## src/rtl/sd_fifo_rx_filler_pkg.sv

```systemverilog
// Shared types and constants for the SD FIFO fillers.
// Byte-swap helper backs the SD_RX_FILLER_BYTE_SWAP_EN build option.
package sd_fifo_pkg;

    typedef enum logic {
        IDLE  = 1'b0,
        WRITE = 1'b1
    } rx_fill_state_t;

    localparam logic [3:0] SD_WB_SEL_ALL = 4'hF;
    localparam int SD_FIFO_DEPTH_DEFAULT = 16;

    function automatic logic [31:0] sd_bswap32(
        input logic [31:0] w
    );
        return {w[7:0], w[15:8], w[23:16], w[31:24]};
    endfunction

endpackage

```

## src/rtl/sd_fifo_rx_filler_if.sv

```systemverilog
// Wishbone master write port of the SD RX filler.
// Single-clock classic Wishbone subset: single writes only.
interface sd_fifo_rx_filler_if;

    logic [31:0] m_wb_adr_o;
    logic [31:0] m_wb_dat_o;
    logic        m_wb_we_o;
    logic        m_wb_cyc_o;
    logic        m_wb_stb_o;
    logic [3:0]  m_wb_sel_o;
    logic        m_wb_ack_i;

    modport master (
        output m_wb_adr_o,
        output m_wb_dat_o,
        output m_wb_we_o,
        output m_wb_cyc_o,
        output m_wb_stb_o,
        output m_wb_sel_o,
        input  m_wb_ack_i
    );

    modport slave (
        input  m_wb_adr_o,
        input  m_wb_dat_o,
        input  m_wb_we_o,
        input  m_wb_cyc_o,
        input  m_wb_stb_o,
        input  m_wb_sel_o,
        output m_wb_ack_i
    );

endinterface

```

## src/rtl/sd_fifo_rx_filler_sync_fifo.sv

```systemverilog
// Single-clock FIFO with synchronous flush, shared by the SD TX and RX fillers.
// Full/empty come from read/write pointers carrying one extra wrap bit.
module sd_sync_fifo #(
    parameter int W     = 32,
    parameter int DEPTH = 16
) (
    input  logic         clk,
    input  logic         rst_n,
    input  logic         flush_i,
    input  logic         push_i,
    input  logic         pop_i,
    input  logic [W-1:0] dat_i,
    output logic [W-1:0] dat_o,
    output logic         full_o,
    output logic         empty_o
);

    localparam int AW = $clog2(DEPTH);

    logic [W-1:0] mem_q [DEPTH];
    logic [AW:0]  wptr_q;
    logic [AW:0]  rptr_q;
    logic         push_ok;
    logic         pop_ok;

    assign empty_o = (wptr_q == rptr_q);
    assign full_o  = (wptr_q[AW] != rptr_q[AW]) &&
                     (wptr_q[AW-1:0] == rptr_q[AW-1:0]);

    // A simultaneous pop frees the slot, so a push into a full FIFO is kept.
    assign push_ok = push_i && (!full_o || pop_i);
    assign pop_ok  = pop_i && !empty_o;
    assign dat_o   = mem_q[rptr_q[AW-1:0]];

    always_ff @(posedge clk) begin
        if (!rst_n || flush_i) begin
            wptr_q <= '0;
            rptr_q <= '0;
        end else begin
            if (push_ok) wptr_q <= wptr_q + 1'b1;
            if (pop_ok)  rptr_q <= rptr_q + 1'b1;
        end
    end

    always_ff @(posedge clk) begin
        if (push_ok && !flush_i) mem_q[wptr_q[AW-1:0]] <= dat_i;
    end

endmodule

```

## src/rtl/sd_fifo_rx_filler.sv

```systemverilog
// SD RX filler: buffers SD words and writes them to memory over Wishbone.
// Define SD_RX_FILLER_BYTE_SWAP_EN to byte-reverse each word on the bus.
module sd_fifo_rx_filler
    import sd_fifo_pkg::*;
#(
    parameter int FIFO_DEPTH = SD_FIFO_DEPTH_DEFAULT
) (
    input  logic                        clk,
    input  logic                        rst,
    input  logic                        en,
    input  logic [31:0]                 adr,
    input  logic                        wr,
    input  logic [31:0]                 dat_i,
    sd_fifo_rx_filler_if.master         wb,
    output logic                        full,
    output logic                        empty,
    output logic                        overflow
);

    rx_fill_state_t state_q;
    logic [31:0]    adr_q;
    logic [31:0]    dat_q;
    logic           cyc_q;
    logic [31:0]    off_q;
    logic           ovf_q;
    logic [31:0]    head;
    logic [31:0]    wdat;
    logic           pop;

    assign pop = (state_q == IDLE) && en && !empty;

`ifdef SD_RX_FILLER_BYTE_SWAP_EN
    assign wdat = sd_bswap32(head);
`else
    assign wdat = head;
`endif

    sd_sync_fifo #(
        .W     (32),
        .DEPTH (FIFO_DEPTH)
    ) u_fifo (
        .clk     (clk),
        .rst_n   (rst),
        .flush_i (!en),
        .push_i  (wr && en),
        .pop_i   (pop),
        .dat_i   (dat_i),
        .dat_o   (head),
        .full_o  (full),
        .empty_o (empty)
    );

    always_ff @(posedge clk) begin
        if (!rst) begin
            state_q <= IDLE;
            adr_q   <= '0;
            dat_q   <= '0;
            cyc_q   <= 1'b0;
            off_q   <= '0;
            ovf_q   <= 1'b0;
        end else begin
            unique case (state_q)
                IDLE: begin
                    if (pop) begin
                        adr_q   <= adr + off_q;
                        dat_q   <= wdat;
                        cyc_q   <= 1'b1;
                        state_q <= WRITE;
                    end
                end
                WRITE: begin
                    if (wb.m_wb_ack_i) begin
                        cyc_q   <= 1'b0;
                        state_q <= IDLE;
                        if (en) off_q <= off_q + 32'd4;
                    end
                end
                default: state_q <= IDLE;
            endcase
            // Disabling restarts the buffer at its base, even mid-transfer.
            if (!en) off_q <= '0;
            if (!en)
                ovf_q <= 1'b0;
            else if (wr && full && !pop)
                ovf_q <= 1'b1;
        end
    end

    assign wb.m_wb_adr_o = adr_q;
    assign wb.m_wb_dat_o = dat_q;
    assign wb.m_wb_cyc_o = cyc_q;
    assign wb.m_wb_stb_o = cyc_q;
    assign wb.m_wb_we_o  = cyc_q;
    assign wb.m_wb_sel_o = SD_WB_SEL_ALL;
    assign overflow      = ovf_q;

endmodule

```

## src/flat_wrapper.sv

```systemverilog
// flat-port wrapper written by rule: the top's interface ports become plain ports
module sd_fifo_rx_filler_flat import sd_fifo_pkg::*;
#(
    parameter int FIFO_DEPTH = SD_FIFO_DEPTH_DEFAULT
)
  (clk, rst, en, adr, wr, dat_i, full, empty, overflow, wb_m_wb_adr_o, wb_m_wb_dat_o, wb_m_wb_we_o, wb_m_wb_cyc_o, wb_m_wb_stb_o, wb_m_wb_sel_o, wb_m_wb_ack_i);
  sd_fifo_rx_filler_if wb_i ();
  input  logic clk;
  input  logic rst;
  input  logic en;
  input  logic [31:0] adr;
  input  logic wr;
  input  logic [31:0] dat_i;
  output logic full;
  output logic empty;
  output logic overflow;
  output wire logic [$bits(wb_i.m_wb_adr_o)-1:0] wb_m_wb_adr_o;
  output wire logic [$bits(wb_i.m_wb_dat_o)-1:0] wb_m_wb_dat_o;
  output wire logic [$bits(wb_i.m_wb_we_o)-1:0] wb_m_wb_we_o;
  output wire logic [$bits(wb_i.m_wb_cyc_o)-1:0] wb_m_wb_cyc_o;
  output wire logic [$bits(wb_i.m_wb_stb_o)-1:0] wb_m_wb_stb_o;
  output wire logic [$bits(wb_i.m_wb_sel_o)-1:0] wb_m_wb_sel_o;
  input wire logic [$bits(wb_i.m_wb_ack_i)-1:0] wb_m_wb_ack_i;
  assign wb_m_wb_adr_o = wb_i.m_wb_adr_o;
  assign wb_m_wb_dat_o = wb_i.m_wb_dat_o;
  assign wb_m_wb_we_o = wb_i.m_wb_we_o;
  assign wb_m_wb_cyc_o = wb_i.m_wb_cyc_o;
  assign wb_m_wb_stb_o = wb_i.m_wb_stb_o;
  assign wb_m_wb_sel_o = wb_i.m_wb_sel_o;
  assign wb_i.m_wb_ack_i = wb_m_wb_ack_i;
  sd_fifo_rx_filler #(.FIFO_DEPTH(FIFO_DEPTH)) u_core (.clk(clk), .rst(rst), .en(en), .adr(adr), .wr(wr), .dat_i(dat_i), .wb(wb_i), .full(full), .empty(empty), .overflow(overflow));
endmodule
```

## config.mk

```make
export PLATFORM = sky130hd
export DESIGN_NAME = sd_fifo_rx_filler_flat
export DESIGN_NICKNAME = d
export VERILOG_FILES = /design/src/rtl/sd_fifo_rx_filler_pkg.sv /design/src/rtl/sd_fifo_rx_filler_if.sv /design/src/rtl/sd_fifo_rx_filler_sync_fifo.sv /design/src/rtl/sd_fifo_rx_filler.sv /design/src/flat_wrapper.sv
export SDC_FILE = /design/constraint.sdc
export NUM_CORES = 1
export LEC_CHECK = 0
export ABC_AREA = 1
export CAP_MARGIN = 15
export CORE_UTILIZATION = 57
export CTS_CLUSTER_SIZE = 24
export DETAILED_ROUTE_END_ITERATION = 10
export DONT_BUFFER_PORTS = 1
export PLACE_DENSITY = 0.86
export REMOVE_ABC_BUFFERS = 1
export SLEW_MARGIN = 15
export SYNTH_ARGS = -nofsm -noshare
export SYNTH_HDL_FRONTEND = slang
export SYNTH_SLANG_ARGS = --single-unit
```

## constraint.sdc

```tcl
create_clock -name clk -period 3.7 [get_ports clk]
set_input_delay 1.11 -clock clk [delete_from_list [all_inputs] [get_ports clk]]
set_output_delay 1.11 -clock clk [all_outputs]
set_load 0.02 [all_outputs]
```

# Word level (Yosys, flattened, before mapping)
# Memory sizes are Yosys's and may differ from the RTL's. A register that Yosys moved wholly into a read port is not among the register bits.
# Index checks and enable logic that the tools add are counted.
totals:
  ff_bits: 77
  mem_bits_rw: 512
  inputBits: 69
  elab_cells: 47
  mem_count: 1
classes:
  n_addsub: 4
  eq_ne: 5
  muxes: 8
  bitwise_logic: 1
  reduce_logical: 21
memory_table:
  columns: ["memory", "depth", "word_bits", "read_ports", "rd_ports_with_merged_regs", "write_ports", "line_no", "rtl"]
  rows:
  - ["u_core.u_fifo.mem_q", 16, 32, 1, 1, 1, "sd_fifo_rx_filler_sync_fifo.sv:20", "logic [W-1:0] mem_q [DEPTH];"]
ops:
  columns: ["cell", "n"]
  rows:
  - ["$add A32 B3 Y32 const B", 1]
  - ["$add A32 B32 Y32", 1]
  - ["$add A5 B1 Y5 const B", 2]
  - ["$logic_and A1 B1 Y1", 9]
  - ["$reduce_and A2 Y1", 4]
  - ["$logic_not A1 Y1", 6]
  - ["$mux W1", 6]
  - ["$eq A5 B5 Y1", 1]
  - ["$eq A4 B4 Y1", 1]
  - ["$pmux W1 S2", 2]
  - ["$logic_or A1 B1 Y1", 2]
  - ["$ne A2 B1 Y1 const B", 1]
  - ["$ne A2 B2 Y1 const B", 1]
  - ["$ne A1 B1 Y1", 1]
  - ["$not A1 Y1", 1]

# Logic depth before layout (Yosys ltp)
# Gate-level depths: netlist of run 1.
logic_depth:
  word_depth: 8
  ltp_mapped: 14
  mapped_depth_nobuf: 14

# By module
# From an unflattened synthesis of run 1, not the netlist that was laid out.
unflattened:
  cells_unflattened: 2633
  hier_area_um2: 27064.7
modules_own_cells:
  columns: ["module", "instances", "cells_each", "area_each_um2", "seq_area_each_um2"]
  rows:
  - ["sd_sync_fifo", 1, 1626, 20860.0, 15655.0]
  - ["sd_fifo_rx_filler", 1, 1007, 6204.7, 1941.9]

# Worst setup path before layout of run 1
# Ideal clock, no wire load.
synth_timing:
  path_type: "input to register"
  start: "in en"
  end: "mem u_core.u_fifo.mem_q[0][0], enable pin"
  setup_time_ns: 0.421
  t_arrival_ns: 3.281
  required_ns: 3.279
  setup_slack_ns: -0.002
  stages: 8
  path_buffers: 0
  cell_sequence: "inv_1 -> nor2_1 -> inv_1 -> nand3b_1 -> nand2_1 -> inv_1 -> nand2_1 -> nor2_1"
synth_via:
  elab_chain_cells: 7
  elab_cells_between_ends: 8
synth_lines:
  columns: ["item", "line_no", "rtl"]
  rows:
  - ["start: declaration", "flat_wrapper.sv:10", "input logic en;"]
  - ["$logic_and A1 B1 Y1 (2 in a row)", "sd_fifo_rx_filler.sv:30", "assign pop = (state_q == IDLE) && en && !empty;"]
  - ["$logic_or A1 B1 Y1", "sd_fifo_rx_filler_sync_fifo.sv:31", "assign push_ok = push_i && (!full_o || pop_i);"]
  - ["$logic_and A1 B1 Y1", "sd_fifo_rx_filler_sync_fifo.sv:31", null]
  - ["$logic_and A1 B1 Y1 (*)", "sd_fifo_rx_filler_sync_fifo.sv:46", "if (push_ok && !flush_i) mem_q[wptr_q[AW-1:0]] <= dat_i;"]
  - ["$mux W1 (*)", "sd_fifo_rx_filler_sync_fifo.sv:46", null]
  - ["$mux W1 (implied by the code) (*)", "sd_fifo_rx_filler_sync_fifo.sv:46", null]
  - ["end: declaration", "sd_fifo_rx_filler_sync_fifo.sv:20", null]
# Every way passes the cells marked *; elsewhere a longest branch is shown, timed or not.

# Final worst setup path of run 1
layout_timing:
  start: "reg u_core.u_fifo.wptr_q[3]"
  end: "out full"
layout_via:
  elab_chain_cells: 2
layout_lines:
  columns: ["item", "line_no", "rtl"]
  rows:
  - ["start: declaration", "sd_fifo_rx_filler_sync_fifo.sv:21", "logic [AW:0] wptr_q;"]
  - ["start signal: assignment", "sd_fifo_rx_filler_sync_fifo.sv:40", "if (push_ok) wptr_q <= wptr_q + 1'b1;"]
  - ["$eq A4 B4 Y1", "sd_fifo_rx_filler_sync_fifo.sv:28", "(wptr_q[AW-1:0] == rptr_q[AW-1:0]);"]
  - ["$logic_and A1 B1 Y1", "sd_fifo_rx_filler_sync_fifo.sv:27", "assign full_o = (wptr_q[AW] != rptr_q[AW]) &&"]
  - ["end: declaration", "flat_wrapper.sv:14", "output logic full;"]
# Every way passes these cells.

==> results.txt, run 1 <==
----------------------------------------------------
[Critical path]
  Critical path required time ... 2.59 ns
  Data arrival time of the worst path ... 2.03 ns
  Setup slack of the worst register-to-register path ... 0.96 ns
  Critical Path Max Stage Delay ... 0.58 ns
  CP startpoint kind ... register
  Element type at the critical path end ... primary output
  Biggest fanout along the worst timing path ... 7
  Critical path class ... reg -> out
  Critical Path, Cell by Cell ... xnor2_1 > nand4_1 > nor2_1
  Cell with the biggest individual delay on the critical path ... sky130_fd_sc_hd__dfxtp_1

[Pwr]
  Fraction of power spent switching nets ... 22.0%
  Power Density ... 489 nW/um2
  Internal power consumption ... 11.2 mW
  Share of total power in combinational logic ... 3.5%
  Sequential share of power ... 53.8%
  Clock Power Share ... 42.6%
  Maximum resistive drop on vdd ... 450 uV
  Leakage power of the design ... 10.8 nW
  NetSw ... 3.15 mW

[Timing]
  Count of final max-slew check failures ... 0
  Min Hold Slack ... 0.518 ns
  Final worst path period share ... 84.9%
  Final Worst Setup Slack ... 0.560 ns
  Clk_skew ... 0.0530 ns
  Worst rel slew slack ... 33.0%
  Setup violators final ... 0
  Final critical-path required period ... 3.14 ns
  Transition at the pin with the smallest max-transition slack ... 1.00 ns
  Achievable clock frequency ... 318 MHz
  Final hold violations ... 0
  Setup repair after global routing missed its margin ... false

[Route]
  Count of nets left with antenna violations after detail routing ... 0
  First-pass DRT Iterations ... 6
  Via count ... 19600
  Uppermost layer routed ... met4
  First-iteration detailed-routing DRC count ... 2394
  Sum of routed wire segments on met1 ... 25700 um
  Final routed wirelength across all metal layers ... 69800 um
  Via density ... 6.16
  Wire length on met2 ... 33500 um
  Detailed-routed wire length on met3 ... 7570 um
  Residual DRC ... 0
  WL per Instance ... 22.0 um

[Global route]
  First-pass GRT wire length ... 106000 um
  Pin count of the biggest net entering global routing ... 202
  Number of antenna violations at the first check in global routing ... 0
  Vias in the first global route ... 19000
  Total routing resource utilization after global routing ... 29.2%
  Total global routing overflow ... 0

[Layout]
  Non-Filler Instances ... 3179
  Layout area overhead ... 9.97%
  Final Util ... 64.1%
  Post-layout nets ... 2632
  Layout cell share with drive strength beyond 1 ... 6.40%
  Number of diodes added for antenna fixing ... 0

[Logic synthesis]
  Count of flip-flops with a built-in enable after synthesis ... 512
  Mapped Cells ... 2557
  Most frequent cell after synthesis ... sky130_fd_sc_hd__edfxtp_1
  Leading register cell type out of synthesis ... sky130_fd_sc_hd__edfxtp_1
  Syn Std Cell Area ... 26700 um2
  Top cell types by occurrence after synthesis ... 512 x sky130_fd_sc_hd__edfxtp_1, 455 x sky130_fd_sc_hd__nand2_1, 420 x sky130_fd_sc_hd__nor2_1
  Share of Yosys cell area claimed by the top area cell type ... 57.6%
  Share of flip-flops with an asynchronous set or reset after synthesis ... 0%
  Yosys warnings ... 0
  Yosys reg bits ... 619
  Synth top area cells ... sky130_fd_sc_hd__edfxtp_1 58%, sky130_fd_sc_hd__dfxtp_1 8.0%, sky130_fd_sc_hd__nand2_1 6.4%
  Synth cell types ... 40
  Sequential share of the synthesized area ... 65.6%
  Syn_area_per_cell ... 10.4 um2
  Largest area contributor in the synthesized netlist ... sky130_fd_sc_hd__edfxtp_1

[Run status]
  Run status ... completed

[Die]
  Chip height ... 218 um
  Count of standard-cell rows ... 78
  Top-level I/O count ... 143
  Floorplan die width ... 218 um
  Area enclosed by the die boundary ... 47700 um2
  Starting Density ... 58.3%
  Placeable Area ... 45800 um2

[Run]
  Maximum Capacitance Violations ... 0

[Place]
  Number of input and output port buffers inserted ... 0
  Cells after DPL ... 3065
  Setup WS pre-CTS ... 0.649 ns
  DP Wirelength ... 42300 um
  Final RePlAce weighted congestion ... 0.952

[Clock tree]
  Number of buffers added for setup after CTS ... 0
  Quantity of gates resized following cts ... 0
  Clock latency on the worst-skew pair ... 0.66 ns
  Max H-tree Level ... 2
  Hold buffer count at cts ... 0
  Clk root buf ... sky130_fd_sc_hd__clkbuf_16
  Clk pin slew, worst setup/hold paths ... 0.06 ns
  Clock tree from TritonCTS ... done
  Num CTS Buffers ... 60
  Sink count of the clock tree ... 619
  Largest buffer count on any clock path ... 3

[Min path]
  Min-Delay Path Class ... reg -> reg

----------------------------------------------------
-- registers in the layout (all words and copies together), names as in the netlist --
| register | count |
|---|---|
| u_core.state_q | 1 |
| u_core.u_fifo.rptr_q | 5 |
| u_core.u_fifo.mem_q | 512 |
| u_core.off_q | 30 |
| u_core.wb.m_wb_cyc_o | 1 |
| u_core.wb.m_wb_adr_o | 32 |
| u_core.overflow | 1 |
| u_core.wb.m_wb_dat_o | 32 |
| u_core.u_fifo.wptr_q | 5 |
-- layer usage --
layer	GRT usage [%]	up-vias
met1	37.7	9278
met2	47.6	1300
met4	13.4	0
met3	5.78	210
li1	-	8780
met5	0	-
-- per-stage QoR --
step	cell area (um2)	power, mW	setup TNS [ns]
final	29400	14.3	0
after global routing	29400	14.7	0
after CTS	29400	14.4	0
after detailed placement	27400	8.36	0
after global placement	27400	8.34	0
after floorplan	26000	8.20	-1846.55
-- final cells by class --
class / count / area, um2
inverter: 210 / 793
timing repair buffer: 39 / 468
fill: 3227 / 16400
clock inverter: 39 / 404
tap: 600 / 751
sequential: 619 / 17500
multi-input combinational: 1597 / 7820
clock buffer: 75 / 1590
-- placed cells by master, fill, tap and decap left out, types with 18 or more instances in the layout --
cell and instances:
sky130_fd_sc_hd__buf_4 25, sky130_fd_sc_hd__nand3_1 79, sky130_fd_sc_hd__xor2_1 18, sky130_fd_sc_hd__o21ai_0 276, sky130_fd_sc_hd__dfxtp_1 104, sky130_fd_sc_hd__nor3_1 18, sky130_fd_sc_hd__nand2_1 455, sky130_fd_sc_hd__inv_1 203
sky130_fd_sc_hd__clkbuf_16 60, sky130_fd_sc_hd__ha_1 35, sky130_fd_sc_hd__nor2_1 403, sky130_fd_sc_hd__o221ai_1 51, sky130_fd_sc_hd__o22ai_1 77, sky130_fd_sc_hd__a21oi_1 94, sky130_fd_sc_hd__edfxtp_1 512
-- path summary, 6_finish.rpt --
| path | startpoint | to | cells past startpoint |
|---|---|---|---|
| worst max register to register | u_core.u_fifo.rptr_q[0] | u_core.wb.m_wb_dat_o[18] | 7 |
| worst max-delay path | u_core.u_fifo.wptr_q[3] | full | 3 |
| worst min-delay path | u_core.u_fifo.wptr_q[4] | u_core.u_fifo.wptr_q[4] | 2 |
| worst min register to register | u_core.u_fifo.wptr_q[4] | u_core.u_fifo.wptr_q[4] | 2 |
-- cell families (layout without fill, tap and decap cells) --
kind of cell	Yosys count	after routing	synth area share [%]
buf+inv	344	363	5.58
flops	619	619	65.6
fa+ha+maj	36	36	1.72
xor+xnor	35	35	1.15
compound gates	527	527	11.2
other cells	1	4	0.0140
simple gates	995	995	14.7
-- power groups by stage --
stage / Sequential (mW) / Combinational, mW / Clock [mW]
2_1_floorplan: 7.87 / 0.329 / 0
6_report: 7.72 / 0.509 / 6.11
3_5_place_dp: 7.87 / 0.492 / 0
3_3_place_gp: 7.87 / 0.473 / 0
5_1_grt: 7.73 / 0.563 / 6.39
4_1_cts: 7.72 / 0.503 / 6.14
-- worst max-delay path, delay by kind of cell (launching register included) --
kind	cells	cell delay, ns
xor gates and xnor gates	1	0.17
and+or+nand+nor	2	0.67
DFF	1	0.58
Power figures use the tool's default switching activity.
==> run 2, diff against run 1 <==
==> constraint.sdc (replaced) <==
create_clock -name clk -period 2.7 [get_ports clk]
set_input_delay 0.81 -clock clk [delete_from_list [all_inputs] [get_ports clk]]
set_output_delay 0.81 -clock clk [all_outputs]
set_load 0.02 [all_outputs]
==> results.txt, run 2 (synthesis gave the netlist of run 1 again) <==
----------------------------------------------------
[Pwr]
  Power Density ... 660 nW/um2
  Pwr Total ... 19.6 mW
  Maximum resistive drop on vdd ... 607 uV
  Leakage power of the design ... 11.0 nW

[Timing]
  Clk_skew ... 0.0220 ns
  Final hold violations ... 0
  Achievable clock frequency ... 381 MHz
  Final critical-path required period ... 2.62 ns
  Final worst path period share ... 97.2%
  Setup violators final ... 0
  Count of final max-slew check failures ... 0
  Accumulated negative setup slack ... 0 ns
  Setup repair after global routing missed its margin ... false
  Worst rel slew slack ... 30.8%
  Transition at the pin with the smallest max-transition slack ... 1.04 ns

[Global route]
  Pin count of the biggest net entering global routing ... 157
  Total global routing overflow ... 0
  Vias in the first global route ... 18800
  Number of antenna violations at the first check in global routing ... 0
  First-pass GRT wire length ... 104000 um
  Total routing resource utilization after global routing ... 28.4%

[Layout]
  Post-layout nets ... 2648
  Largest register FFs ... 512
  Layout area overhead ... 11.0%
  Layout cell share with drive strength beyond 1 ... 6.87%
  Most used cells in the layout excluding fill and tap cells ... 512 x sky130_fd_sc_hd__edfxtp_1, 455 x sky130_fd_sc_hd__nand2_1, 403 x sky130_fd_sc_hd__nor2_1, 276 x sky130_fd_sc_hd__o21ai_0, 203 x sky130_fd_sc_hd__inv_1
  Non-Filler Instances ... 3192
  Number of fill cells in the layout ... 3189
  Number of diodes added for antenna fixing ... 0
  Leading cell type in the layout, fill and taps excluded ... sky130_fd_sc_hd__edfxtp_1

[Critical path]
  Critical Path Max Stage Delay ... 0.42 ns
  Critical path startpoint ... u_core.u_fifo.wptr_q[3]
  Crit Reg-Reg Endpoint ... u_core.wb.m_wb_dat_o[20]
  Critical R2R Launch ... u_core.u_fifo.rptr_q[0]
  Total stage count of the critical path ... 4
  Critical path class ... reg -> out
  Setup slack of the worst register-to-register path ... 0.34 ns
  Element type at the critical path end ... primary output
  Family of cells with the greatest summed delay on the critical path ... simple AND/OR/NAND/NOR gates
  Biggest fanout along the worst timing path ... 7
  Critical Path, Cell by Cell ... xnor2_1 > nand4_1 > or2_4 > inv_1
  Cell with the biggest individual delay on the critical path ... sky130_fd_sc_hd__dfxtp_4
  Worst Path Buf+Inv ... 1
  Worst r2r path cells ... 7
  Data arrival time of the worst path ... 1.81 ns
  CP startpoint kind ... register
  Critical path required time ... 1.89 ns
  Worst setup path endpoint ... empty

[Route]
  First-pass DRT Iterations ... 6
  Via count ... 19400
  Count of nets left with antenna violations after detail routing ... 0
  Residual DRC ... 0
  Via density ... 6.08
  WL per Instance ... 21.4 um
  First-iteration detailed-routing DRC count ... 2433
  Final routed wirelength across all metal layers ... 68200 um

[Run status]
  Run status ... completed

[Die]
  Area enclosed by the die boundary ... 47700 um2
  Placeable Area ... 45800 um2
  Starting Density ... 58.3%
  Floorplan die width ... 218 um
  Count of standard-cell rows ... 78
  Top-level I/O count ... 143
  Chip height ... 218 um

[Min path]
  Min-Delay Path Class ... in -> reg

[Clock tree]
  Sink count of the clock tree ... 619
  Clk root buf ... sky130_fd_sc_hd__clkbuf_16
  Hold buffer count at cts ... 0
  Clk pin slew, worst setup/hold paths ... 0.07 ns
  Clock tree from TritonCTS ... done
  Max H-tree Level ... 2
  Num CTS Buffers ... 58
  Clock latency on the worst-skew pair ... 0.62 ns
  Largest buffer count on any clock path ... 3

[Place]
  DP Wirelength ... 41600 um
  Number of input and output port buffers inserted ... 0
  Cells after DPL ... 3082
  Final RePlAce weighted congestion ... 0.914

[Run]
  Maximum Capacitance Violations ... 0

----------------------------------------------------
## run 2: changes by cell type in the layout (fill, tap and decap cells not counted), sizes merged
cell      before  now
buf           39   57
clkinv        27   21
clkbuf        75   78
clkinvlp       7    4
bufinv         5    7
inv          210  209
## run 2: metrics by stage
stage	util, %	worst slack (ns)	area (um2)	hold WS, ns
floorplan	-	-7.50	26000	0.459
global placement	60.5	0.107	27700	0.494
detailed placement	60.5	0.0146	27700	0.498
CTS	64.7	0.00936	29600	0.254
global route	64.8	0.00316	29600	0.252
finish	64.8	0.0760	29600	0.276
## run 2: area by class of cell
class                           count  area, um2  share of cell area (%)
Clock inverter                     31        347                    1.17
Multi-Input combinational cell   1597       7820                    26.4
Inverter                          210        793                    2.68
Tap cell                          600        751                    2.53
Clock buffer                       78       1590                    5.35
Sequential cell                   619      17500                    59.2
Timing Repair Buffer               57        803                    2.71
## run 2: worst register-to-register path: stages, from the launching register on
cell and delay [ns]:
sky130_fd_sc_hd__dfxtp_4 0.40, sky130_fd_sc_hd__buf_4 0.77, sky130_fd_sc_hd__o21ai_0 0.31, sky130_fd_sc_hd__o22ai_1 0.26, sky130_fd_sc_hd__nand2_1 0.12, sky130_fd_sc_hd__nand2_1 0.18
sky130_fd_sc_hd__nor2_1 0.07, sky130_fd_sc_hd__a21oi_1 0.16
## run 2: what timing repair did
| action | CTS | global route |
|---|---|---|
| buffers inserted | 1 | 0 |
| setup endpoints to repair | 1 | 1 |
| resized for setup | 2 | 5 |
## run 2: report_power, final
group / internal, mW / switching [mW] / total [mW] / leakage (nW)
clock: 4.79 / 3.50 / 8.29 / 0.933
combinational: 0.219 / 0.472 / 0.691 / 4.55
sequential: 10.4 / 0.155 / 10.6 / 5.49
total: 15.4 / 4.13 / 19.6 / 11.0
## run 2: routing by layer
metal  part of all wire [%]  GRT usage [%]  wire length, um
met5                      0              0                0
met4                    4.0           12.4             2760
met3                     10           5.92             6880
met2                     48           46.9            33000
met1                     38           36.3            25600
## run 2: how the worst min path moves through the flow
stage | cells after the start | start | end
4_1_cts | 0 | dat_i[16] | u_core.u_fifo.mem_q[15][16]
2_1_floorplan | 1 | u_core.off_q[5] | u_core.off_q[5]
3_3_place_gp | 2 | u_core.u_fifo.wptr_q[4] | u_core.u_fifo.wptr_q[4]
5_1_grt | 0 | dat_i[25] | u_core.u_fifo.mem_q[15][25]
3_5_place_dp | 1 | u_core.off_q[5] | u_core.off_q[5]
6_report | 0 | dat_i[4] | u_core.u_fifo.mem_q[7][4]
